### src/rtl/psum_accumulator.sv
// Multi-pass partial-sum accumulator: sums num_channels passes of row_len Psum words per row slot.
// Define PSUM_ACC_SAT_EN to saturate every sum at 2^ACC_WIDTH-1 instead of wrapping.
module psum_accumulator #(
  parameter int unsigned DATA_WIDTH     = 10,
  parameter int unsigned ACC_WIDTH      = 16,
  parameter int unsigned ROW_ADDR_WIDTH = 4,
  parameter int unsigned ROW_DEPTH      = 11,
  parameter int unsigned CH_WIDTH       = 4
) (
  input  logic                      clk,
  input  logic                      rst,
  input  logic                      Start,
  input  logic [ROW_ADDR_WIDTH-1:0] row_len_in,
  input  logic [CH_WIDTH-1:0]       num_channels_in,
  input  logic [DATA_WIDTH-1:0]     Psum,
  input  logic                      valid_Psum,
  output logic                      ren_buf_Psum,
  output logic [ACC_WIDTH-1:0]      out_data,
  output logic                      out_valid,
  input  logic                      out_ready,
  output logic                      busy,
  output logic                      done
);

  typedef enum logic [1:0] {IDLE, ACCUM, DONE} state_t;

  state_t                    r_state;
  logic [ROW_ADDR_WIDTH-1:0] r_row_len;
  logic [ROW_ADDR_WIDTH-1:0] r_idx;
  logic [CH_WIDTH-1:0]       r_num_ch;
  logic [CH_WIDTH-1:0]       r_pass;
  logic                      r_drain;
  logic [ACC_WIDTH-1:0]      r_acc [ROW_DEPTH];
  logic [ACC_WIDTH-1:0]      r_out_data;
  logic                      r_out_valid;
  logic                      r_busy;
  logic                      r_done;

  logic                      w_last_pass;
  logic                      w_last_idx;
  logic                      w_accept;
  logic                      w_out_free;
  logic                      w_pop;
  logic [ACC_WIDTH-1:0]      w_psum_ext;
  logic [ACC_WIDTH-1:0]      w_acc_rd;
  logic [ACC_WIDTH-1:0]      w_sum;
  logic [ACC_WIDTH-1:0]      w_new;

  assign w_last_pass = (r_pass == r_num_ch - CH_WIDTH'(1));
  assign w_last_idx  = (r_idx == r_row_len - ROW_ADDR_WIDTH'(1));
  assign w_accept    = r_out_valid & out_ready;
  assign w_out_free  = ~r_out_valid | out_ready;
  // Final-pass words only pop when the output register can take the result this cycle
  assign w_pop       = ~rst & (r_state == ACCUM) & ~r_drain & valid_Psum &
                       (~w_last_pass | w_out_free);

  assign w_psum_ext  = ACC_WIDTH'(Psum);
  assign w_acc_rd    = r_acc[r_idx];

`ifdef PSUM_ACC_SAT_EN
  logic [ACC_WIDTH:0] w_sum_full;
  assign w_sum_full = {1'b0, w_acc_rd} + {1'b0, w_psum_ext};
  assign w_sum      = w_sum_full[ACC_WIDTH] ? {ACC_WIDTH{1'b1}} : w_sum_full[ACC_WIDTH-1:0];
`else
  assign w_sum      = w_acc_rd + w_psum_ext;
`endif

  // Pass 0 starts a fresh row slot, so stale acc contents are never read
  assign w_new = (r_pass == '0) ? w_psum_ext : w_sum;

  // Row accumulator memory, no reset needed
  always_ff @(posedge clk) begin
    if (w_pop && !w_last_pass) begin
      r_acc[r_idx] <= w_new;
    end
  end

  always_ff @(posedge clk) begin
    if (rst) begin
      r_state     <= IDLE;
      r_row_len   <= '0;
      r_idx       <= '0;
      r_num_ch    <= '0;
      r_pass      <= '0;
      r_drain     <= 1'b0;
      r_out_data  <= '0;
      r_out_valid <= 1'b0;
      r_busy      <= 1'b0;
      r_done      <= 1'b0;
    end else begin
      r_done <= 1'b0;

      if (w_pop && w_last_pass) begin
        r_out_data  <= w_new;
        r_out_valid <= 1'b1;
      end else if (w_accept) begin
        r_out_data  <= '0;
        r_out_valid <= 1'b0;
      end

      case (r_state)
        IDLE: begin
          if (Start && (row_len_in != '0) && (num_channels_in != '0)) begin
            r_row_len <= (32'(row_len_in) > ROW_DEPTH) ? ROW_ADDR_WIDTH'(ROW_DEPTH) : row_len_in;
            r_num_ch  <= num_channels_in;
            r_idx     <= '0;
            r_pass    <= '0;
            r_drain   <= 1'b0;
            r_busy    <= 1'b1;
            r_state   <= ACCUM;
          end
        end
        ACCUM: begin
          if (w_pop) begin
            if (w_last_idx) begin
              r_idx <= '0;
              if (w_last_pass) begin
                r_drain <= 1'b1;
              end else begin
                r_pass <= r_pass + CH_WIDTH'(1);
              end
            end else begin
              r_idx <= r_idx + ROW_ADDR_WIDTH'(1);
            end
          end
          // Job ends once the final result has been accepted downstream
          if (r_drain && w_accept) begin
            r_drain <= 1'b0;
            r_busy  <= 1'b0;
            r_done  <= 1'b1;
            r_state <= DONE;
          end
        end
        DONE: begin
          r_state <= IDLE;
        end
        default: begin
          r_state <= IDLE;
        end
      endcase
    end
  end

  assign ren_buf_Psum = w_pop;
  assign out_data     = r_out_data;
  assign out_valid    = r_out_valid;
  assign busy         = r_busy;
  assign done         = r_done;

endmodule

### config.mk
export PLATFORM = sky130hd
export DESIGN_NAME = psum_accumulator
export DESIGN_NICKNAME = d
export VERILOG_FILES = /design/src/rtl/psum_accumulator.sv
export SDC_FILE = /design/constraint.sdc
export NUM_CORES = 1
export LEC_CHECK = 0
export ABC_AREA = 1
export CORE_ASPECT_RATIO = 2
export CORE_UTILIZATION = 40
export DETAILED_ROUTE_END_ITERATION = 7
export GPL_TIMING_DRIVEN = 1
export HOLD_SLACK_MARGIN = 0.12
export PLACE_DENSITY = 0.58
export RECOVER_POWER = 100
export SLEW_MARGIN = 30
export SYNTH_ARGS = -nofsm -noshare
export SYNTH_HDL_FRONTEND = slang
export SYNTH_SLANG_ARGS = --single-unit
### constraint.sdc
create_clock -name clk -period 8.71 [get_ports clk]
set_input_delay 1.742 -clock clk [delete_from_list [all_inputs] [get_ports clk]]
set_output_delay 1.742 -clock clk [all_outputs]
set_load 0.01 [all_outputs]
; Word level (Yosys, flattened, before mapping)
; Memories as Yosys holds them, arrays and structs flattened. A register that Yosys moved wholly into a read port is not among the register bits.
; Cells that the tools add are included.
[op_classes]
n_reduce_logical = 19
n_mux = 31
n_lt_le_gt_ge = 1
bitwise_logic = 12
eq_ne = 11
n_addsub = 5
[op_table]
columns = cell, count
row1 = two-way mux 16 bit, 3
row2 = two-way mux 4 bit, 9
row3 = adder 16 x 10 -> 16 bit, 1
row4 = one-hot mux 4 bit (2 select lines), 2
row5 = two-way mux 1 bit, 12
row6 = AND reduction 5 bit, 2
row7 = "!= test 3 x 2 -> 1 bit, second input constant", 3
row8 = "adder 4 x 1 -> 4 bit, second input constant", 2
row9 = == test 4 bit, 2
row10 = "!= test 2 bit, second input constant", 4
row11 = nonzero test 4 bit, 2
row12 = "subtractor 4 x 1 -> 4 bit, second input constant", 2
row13 = AND reduction 3 bit, 2
row14 = AND 1 bit, 5
row15 = logical AND 1 bit, 5
row16 = inverter 1 bit, 5
row17 = "greater-than comparator 4 bit, second input constant", 1
row18 = zero test 4 bit, 1
row19 = two-way mux 2 bit, 2
row20 = one-hot mux 1 bit (2 select lines), 2
row21 = one-hot mux 2 bit (2 select lines), 1
row22 = AND reduction 2 bit, 2
row23 = nonzero test 2 bit, 2
row24 = "== test 2 x 1 -> 1 bit, second input constant", 1
row25 = other kinds (5), 6
[totals]
reg_bits = 38
mem_count = 1
in_bits = 23
ram_bits = 176
[mem_list]
columns = memory, words, word_bits, rd, rd_ports_with_merged_regs, write_ports, line_no
row1 = r_acc, 11, 16, 1, 1, 1, 33  ; logic [ACC_WIDTH-1:0] r_acc [ROW_DEPTH];

; Logic depth before layout (Yosys ltp)
; Gate-level depths: netlist (run 1).
[depth]
word_depth = 9
depth_mapped = 23
mapped_depth_nobuf = 19

; Worst setup path before layout (run 1)
; Ideal clock, no wire load.
[synth_path]
path_kind = in2out
start = input port rst
end = output port ren_buf_Psum
cell_stages = 6
slack_ns = 4.641
arrival_time_ns = 2.327
t_required_ns = 6.968
path_cell_list = buf_2 nor2_1 nand3_1 inv_2 nand2_2 nand2_4
[synth_between]
elab_chain_cells = 5
[synth_lines]
columns = item, line_no
row1 = "start, declared", 11  ; input logic rst,
row2 = inverter 1 bit, 54  ; assign w_pop = ~rst & (r_state == ACCUM) & ~r_drain & valid_Psum &
row3 = AND 1 bit (4 in series), 54
row4 = "end, declared", 17  ; output logic ren_buf_Psum,
; No other way between the ends.

; Worst setup path in the final report (run 1)
; Ends and elaborated chain as after synthesis.

==> metrics, run 1 <==
outcome=finished, violations left; violated checks=capacitance limit, slew limit; relative slew slack=-26.9%; Tightest Pin Transition=~1.9 ns; Worst Hold Class=reg -> reg; routability cong.=roughly 0.89; critical path class=in -> out; Buffers on Ports=42; Synth async-reset ratio=0%; Antenna Nets Post-Route=0; share of cells above drive strength 1=under 10%; number of synthesis warnings=0; MaxCap Viol Count=5; via/cell ratio=approximately 5.3; I/O pin total=43; Slew Limit Fails=between 50 and 60; syn_nets=about 960; Final Hold Fails=0; crit path DAT=4.25 ns; clock-pin slew on the worst setup and hold paths=around 0.070 ns; Tmin final=5.99 ns; peak supply drop=around 0.00013 V; Initial Utilization=approximately two fifths; CTS tree=built; Post-Synth Simple-Gate Area=~17%; Pleak=4.02 nW; CTS buffer count=19; DIE AREA=~0.025 mm^2; worst hold path startpoint=out_data[8]; Site Rows=80; complex-gate fraction of the synthesized area=roughly 10%; CTS root buf=clkbuf_16; overall power=2.64 mW; number of synthesized register bits=about 220; H-tree Lvls=1; Cell Count, Final, Fillers Out=about 1300; DR iter-0 viols=426; Clock Skew=between 0.015 and 0.02 ns; Fmax achieved=roughly 170 MHz; cell taking the most area after synthesis=edfxtp_1; Routed wire per std cell=around 20 um; vias in the first global route=~6600; synthesized instance count=between 900 and 1000; Detailed Route WL=around 25 mm; deepest clock path buffer count=3; Post-Synth Adder-Cell Area=roughly 2.5%; WP data required=between 6 and 7 ns; largest net degree at the start of global routing=81; largest family of logic cells by synthesized area=simple AND/OR/NAND/NOR gates; DPL Wire Length=about 16 mm; first-pass GRT wire length=roughly 38 mm; Ant. Diodes=0; Worst-Skew Late Latency=0.51 ns; DIE HEIGHT=around 220 um; startpoint types=input port; Final nets=~1000; Sink Count=about 220; EDFF count, synth=between 150 and 200; xor/xnor share of the synthesized area=1.18%; Worst setup EP type=output port; worst-path maximum fanout=27; core area=0.0238 mm^2; initial antenna violation count=0; largest cells by area after synthesis=edfxtp_1, dfxtp_1, nand2_1; placed cell count=approximately 1200; sequential fraction of the synthesis area=between 60 and 70%; r2r setup slk=between 3 and 4 ns; mux contribution to synthesized area=0%; Area growth syn-to-layout=12.5%; number of detailed-routing iterations run before antenna repair=4; Worst Setup SP=rst; RSZ-0062 raised after global routing=false; top cell type's share of synthesized area=around 55%; PD cells=243 mW/mm^2; Cell Area, Synth=0.00967 mm^2; final setup vio count=0; DR vias=~6700; Hold Buf Count CTS=0; Post-Synthesis Mean Instance Area=10.6 um^2; main flop type after synthesis=edfxtp_1; Fin Setup TNS=0 ns; Post-CTS Resized=0; # DRC=0; remaining global-route overflow=0; Total Routing Usage GR=roughly a fifth; Post-CTS Setup Inserts=0; die width=112 um; period utilization=between 60% and 70%; Yosys cell types=50
## state kept, by name (all words and copies together), names as in the netlist, 2 cells and up, named ones only
register   count
r_state        2
r_row_len      4
out_data      16
r_acc        176
r_num_ch       4
r_idx          4
r_pass         4
## synthesized netlist by cell type, types with 2 or more instances
library cell and count:
a21oi_1 41, xor2_1 8, o221ai_1 10, nand2_1 193
o21ai_1 7, o22ai_1 10, nand3_2 4, xnor2_1 5
o21ai_0 78, buf_4 3, ha_1 18, dfxtp_1 42
buf_6 6, buf_2 7, buf_1 2, inv_2 7
nor2_4 3, or2_2 2, buf_8 3, nand4_1 7
a31o_2 2, nor2_1 81, inv_1 61, edfxtp_1 176
nand2_4 2, nor3_1 12, clkbuf_1 19, nand2_2 10
nor2_2 5, nand3_1 56, o211ai_1 15
## cell type report
class | instances | area (um^2)
clock buffers | 20 | 500
clock inverters | 14 | 160
fillers | 2236 | 12900
inverters | 71 | 277
multi-input cells | 584 | 2970
flip-flops and latches | 218 | 6130
well taps | 287 | 359
repair buffers | 59 | 499
## metal layers
layer	share of wire, %	global-route usage [%]	vias to the layer above	wire length [um]
met5	0	0	-	0
met4	4.7	10.5	0	1160
met3	3.2	2.21	51	798
met2	57	40.1	153	13900
met1	35	20.2	3204	8720
li1	-	-	3251	-
## placed cells by master, fill, tap and decap left out, types with 2 or more instances in the layout
cell type	instances
clkinv_4	4
nand2_4	2
clkinv_1	2
clkbuf_1	13
dlygate4sd3_1	22
inv_2	4
clkinvlp_4	3
nand2_2	7
o221ai_1	10
clkdlybuf4s50_1	20
clkbuf_16	20
nor2_1	84
inv_8	2
nand3_2	3
bufinv_16	2
or2_2	2
o211ai_1	15
o22ai_1	10
nand2_1	196
edfxtp_1	176
a21oi_1	42
xnor2_1	5
inv_1	63
xor2_1	8
o21ai_1	4
nand4_1	7
a31o_2	2
ha_1	18
o21ai_0	82
nor2_2	5
buf_4	4
nor3_1	12
nand3_1	57
inv_6	3
dfxtp_1	42
## kinds of logic (layout without fill, tap and decap cells)
kind of cell | Yosys count | in the layout
AND/OR/NAND/NOR | 379 | 379
flip-flops | 218 | 218
AO/OA/AOI/OAI | 173 | 173
buffers and inverters | 112 | 164
adder cells (fa/ha/maj) | 19 | 19
XOR/XNOR | 13 | 13
## report_power, final
part | total [mW] | leakage (nW) | internal, mW | switching (mW)
logic | 0.535 | 1.77 | 0.155 | 0.380
clock network | 0.890 | 0.315 | 0.491 | 0.399
registers | 1.22 | 1.94 | 1.20 | 0.0183
total | 2.64 | 4.02 | 1.85 | 0.798
## final timing paths
check	to	depth (start not counted)
worst max-delay path	ren_buf_Psum	8
worst min-delay path	out_data[8]	2
worst max register to register	out_data[12]	19
worst min register to register	out_data[8]	2
## stage by stage
step	cell area (um^2)	worst slack (ns)	util [%]	hold slack, ns
after global routing	10900	2.48	45.7	0.477
after CTS	11000	3.54	46.3	0.470
after floorplan	9670	4.64	-	0.448
final	10900	2.72	45.7	0.462
after detailed placement	10400	3.55	43.5	0.457
after global placement	10400	3.54	43.5	0.455
## worst max-delay path, stage by stage
cell           delay (ns)
dlygate4sd3_1        0.52
clkbuf_1             0.91
nor2_1               0.11
nand3_1              0.11
inv_1                0.06
nand2_1              0.15
nand2_4              0.06
dlygate4sd3_1        0.60
No activity file was read; power rests on OpenSTA's default activity.
==> inputs of run 2 (changes only) <==
--- a/config.mk
+++ b/config.mk
@@ -11,7 +11,7 @@
 export DETAILED_ROUTE_END_ITERATION = 7
 export GPL_TIMING_DRIVEN = 1
 export HOLD_SLACK_MARGIN = 0.12
-export PLACE_DENSITY = 0.58
+export PLACE_DENSITY = 0.6
 export RECOVER_POWER = 100
 export SLEW_MARGIN = 30
 export SYNTH_ARGS = -nofsm -noshare
==> constraint.sdc (replaced) <==
create_clock -name clk -period 5.13 [get_ports clk]
set_input_delay 1.026 -clock clk [delete_from_list [all_inputs] [get_ports clk]]
set_output_delay 1.026 -clock clk [all_outputs]
set_load 0.01 [all_outputs]
==> run 2 against run 1 <==
  * Setup slack got worse by 1.5 ns
  * Via count rose by 0.66%
  * Largest power group unchanged
  * Highest routed layer unchanged
  * Sequential share of layout area rose by 0.14 points
  * The run still ends with capacitance limit, slew limit left
  * Sequential cell count did not move
  * Critical endpoint is now out_data[11]
  * First-iteration DRC count fell by 7.5%
  * Cell count rose by 0.32%
  * Worst hold slack improved by 0.0022 ns
  * Critical path depth rose by 11
  * Non-clock buffer count rose by 5
==> metrics, run 2 (synthesized netlist as in run 1, its figures left out) <==
Area growth syn-to-layout=12.3%; final setup vio count=0; delay-heaviest family, CP=simple AND/OR/NAND/NOR gates; # DRC=0; Fmax achieved=~250 MHz; number of detailed-routing iterations run before antenna repair=5; Slew Limit Fails=34; Ant. Diodes=0; Hold Buf Count CTS=0; Post-CTS Resized=0; via/cell ratio=around 5.3; Pleak=around 4.0 nW; DIE HEIGHT=roughly 220 um; DIE AREA=around 0.025 mm^2; CTS root buf=clkbuf_16; Routed wire per std cell=19.6 um; relative slew slack=-5.90%; vias in the first global route=6749; met2 Track Usage GR=approximately 40%; fin util=a little under half; H-tree Lvls=1; remaining global-route overflow=0; startpoint types=flop; crit path DAT=~4.4 ns; Placed Area=about 0.010 mm^2; # fillers=between 2000 and 2500; Total Routing Usage GR=approximately 21%; Buffers on Ports=42; Crit path largest cell delay=0.59 ns; PD cells=around 410 mW/mm^2; Sink Count=218; die width=approximately 110 um; DR vias=6703; Final nets=1000; CTS buffer count=19; Worst Hold Class=reg -> reg; share of cells above drive strength 1=about 6.8%; outcome=finished, violations left; largest net degree at the start of global routing=81; Tmin final=about 4.0 ns; period utilization=around 77%; Fin Setup TNS=0 ns; Tightest Pin Transition=about 1.6 ns; deepest clock path buffer count=3; worst-path maximum fanout=63; I/O pin total=43; initial antenna violation count=0; critical path class=reg -> reg; Critical Path, Cell by Cell=inv_4 > o21ai_0 > o221ai_1 > o21ai_0 > o21ai_0 > ha_1 > nand2_1 > nand2_1 > nand3_1 > nand2_1 > nand2_1 > nand4_1 > nand3_1 > nand2_1 > nand2_1 > nand2_1 > nor2_1 > nand2_1 > a21oi_1; WP data required=around 5.6 ns; clock-pin slew on the worst setup and hold paths=approximately 0.070 ns; CP bufs+invs=1; most frequent cells in the layout=nand2_1, edfxtp_1, nor2_1; peak supply drop=approximately 0.00029 V; DPL Wire Length=16.0 mm; CTS tree=built; routability cong.=about 0.9; max reg flops=176; Critical Path Slowest Stage Cell=nor2_1; Clock Skew=0.0156 ns; Non-Filler Cell Area, Final=about 0.011 mm^2; DR iter-0 viols=between 300 and 400; violated checks=capacitance limit, slew limit; busiest layer in global routing=met2; Antenna Nets Post-Route=0; core area=0.0238 mm^2; Worst-Skew Late Latency=0.50 ns; Site Rows=80; Initial Utilization=between 40 and 50%; commonest non-fill, non-tap cell in the layout=nand2_1; overall power=4.40 mW; MaxCap Viol Count=2; Post-CTS Setup Inserts=0; Detailed Route WL=roughly 25 mm; met3 Use GR=around 1.7%; RSZ-0062 raised after global routing=false; most used cell, CP=nand2_1; Final Hold Fails=0; first-pass GRT wire length=roughly 39 mm; Top reg by flops=r_acc; met1 GRT Util=between 20% and 30%; Worst setup EP type=flop
-- run 2: final cells by class --
| class | instances | area [um^2] | area share, % |
|---|---|---|---|
| flip-flops and latches | 218 | 6130 | 56.4 |
| clock inverters | 10 | 92.6 | 0.852 |
| clock buffers | 23 | 522 | 4.80 |
| repair buffers | 64 | 522 | 4.80 |
| well taps | 287 | 359 | 3.31 |
| inverters | 71 | 277 | 2.55 |
| multi-input cells | 584 | 2960 | 27.3 |
-- run 2: stage by stage --
| step | instances | hold slack (ns) | worst slack [ns] |
|---|---|---|---|
| final | 1257 | 0.464 | 1.17 |
| after global routing | 1257 | 0.490 | 0.771 |
| after CTS | 1257 | 0.477 | 1.25 |
| after detailed placement | 1224 | 0.461 | 1.32 |
| after global placement | 1224 | 0.455 | 1.33 |
| after floorplan | 914 | 0.448 | 1.90 |
-- run 2: path summary, 6_finish.rpt --
check	end	from	cells after the start	slack, ns
max	out_data[11]	flop	19	1.17
min	out_data[3]	out_data[3]	2	0.46
max reg2reg	out_data[11]	flop	19	1.17
min reg2reg	out_data[3]	out_data[3]	2	0.46
-- run 2: worst register-to-register path, delay by kind of cell, from the launching register on --
family | cells | cell delay (ns)
AND/OR/NAND/NOR | 12 | 1.69
AO/OA/AOI/OAI | 5 | 1.05
buffers and inverters | 1 | 0.48
adder cells (fa/ha/maj) | 1 | 0.34
flip-flops | 1 | 0.33
-- run 2: metal layers --
layer	vias up	share of wire [%]
met5	-	0
met4	0	5.1
met3	61	3.0
met2	167	56
met1	3221	36
li1	3254	-
-- run 2: where the power goes --
part	total [mW]	leakage, nW	switching, mW	internal, mW
clock network	1.43	0.299	0.647	0.785
registers	2.06	1.94	0.0241	2.04
logic	0.907	1.77	0.641	0.267
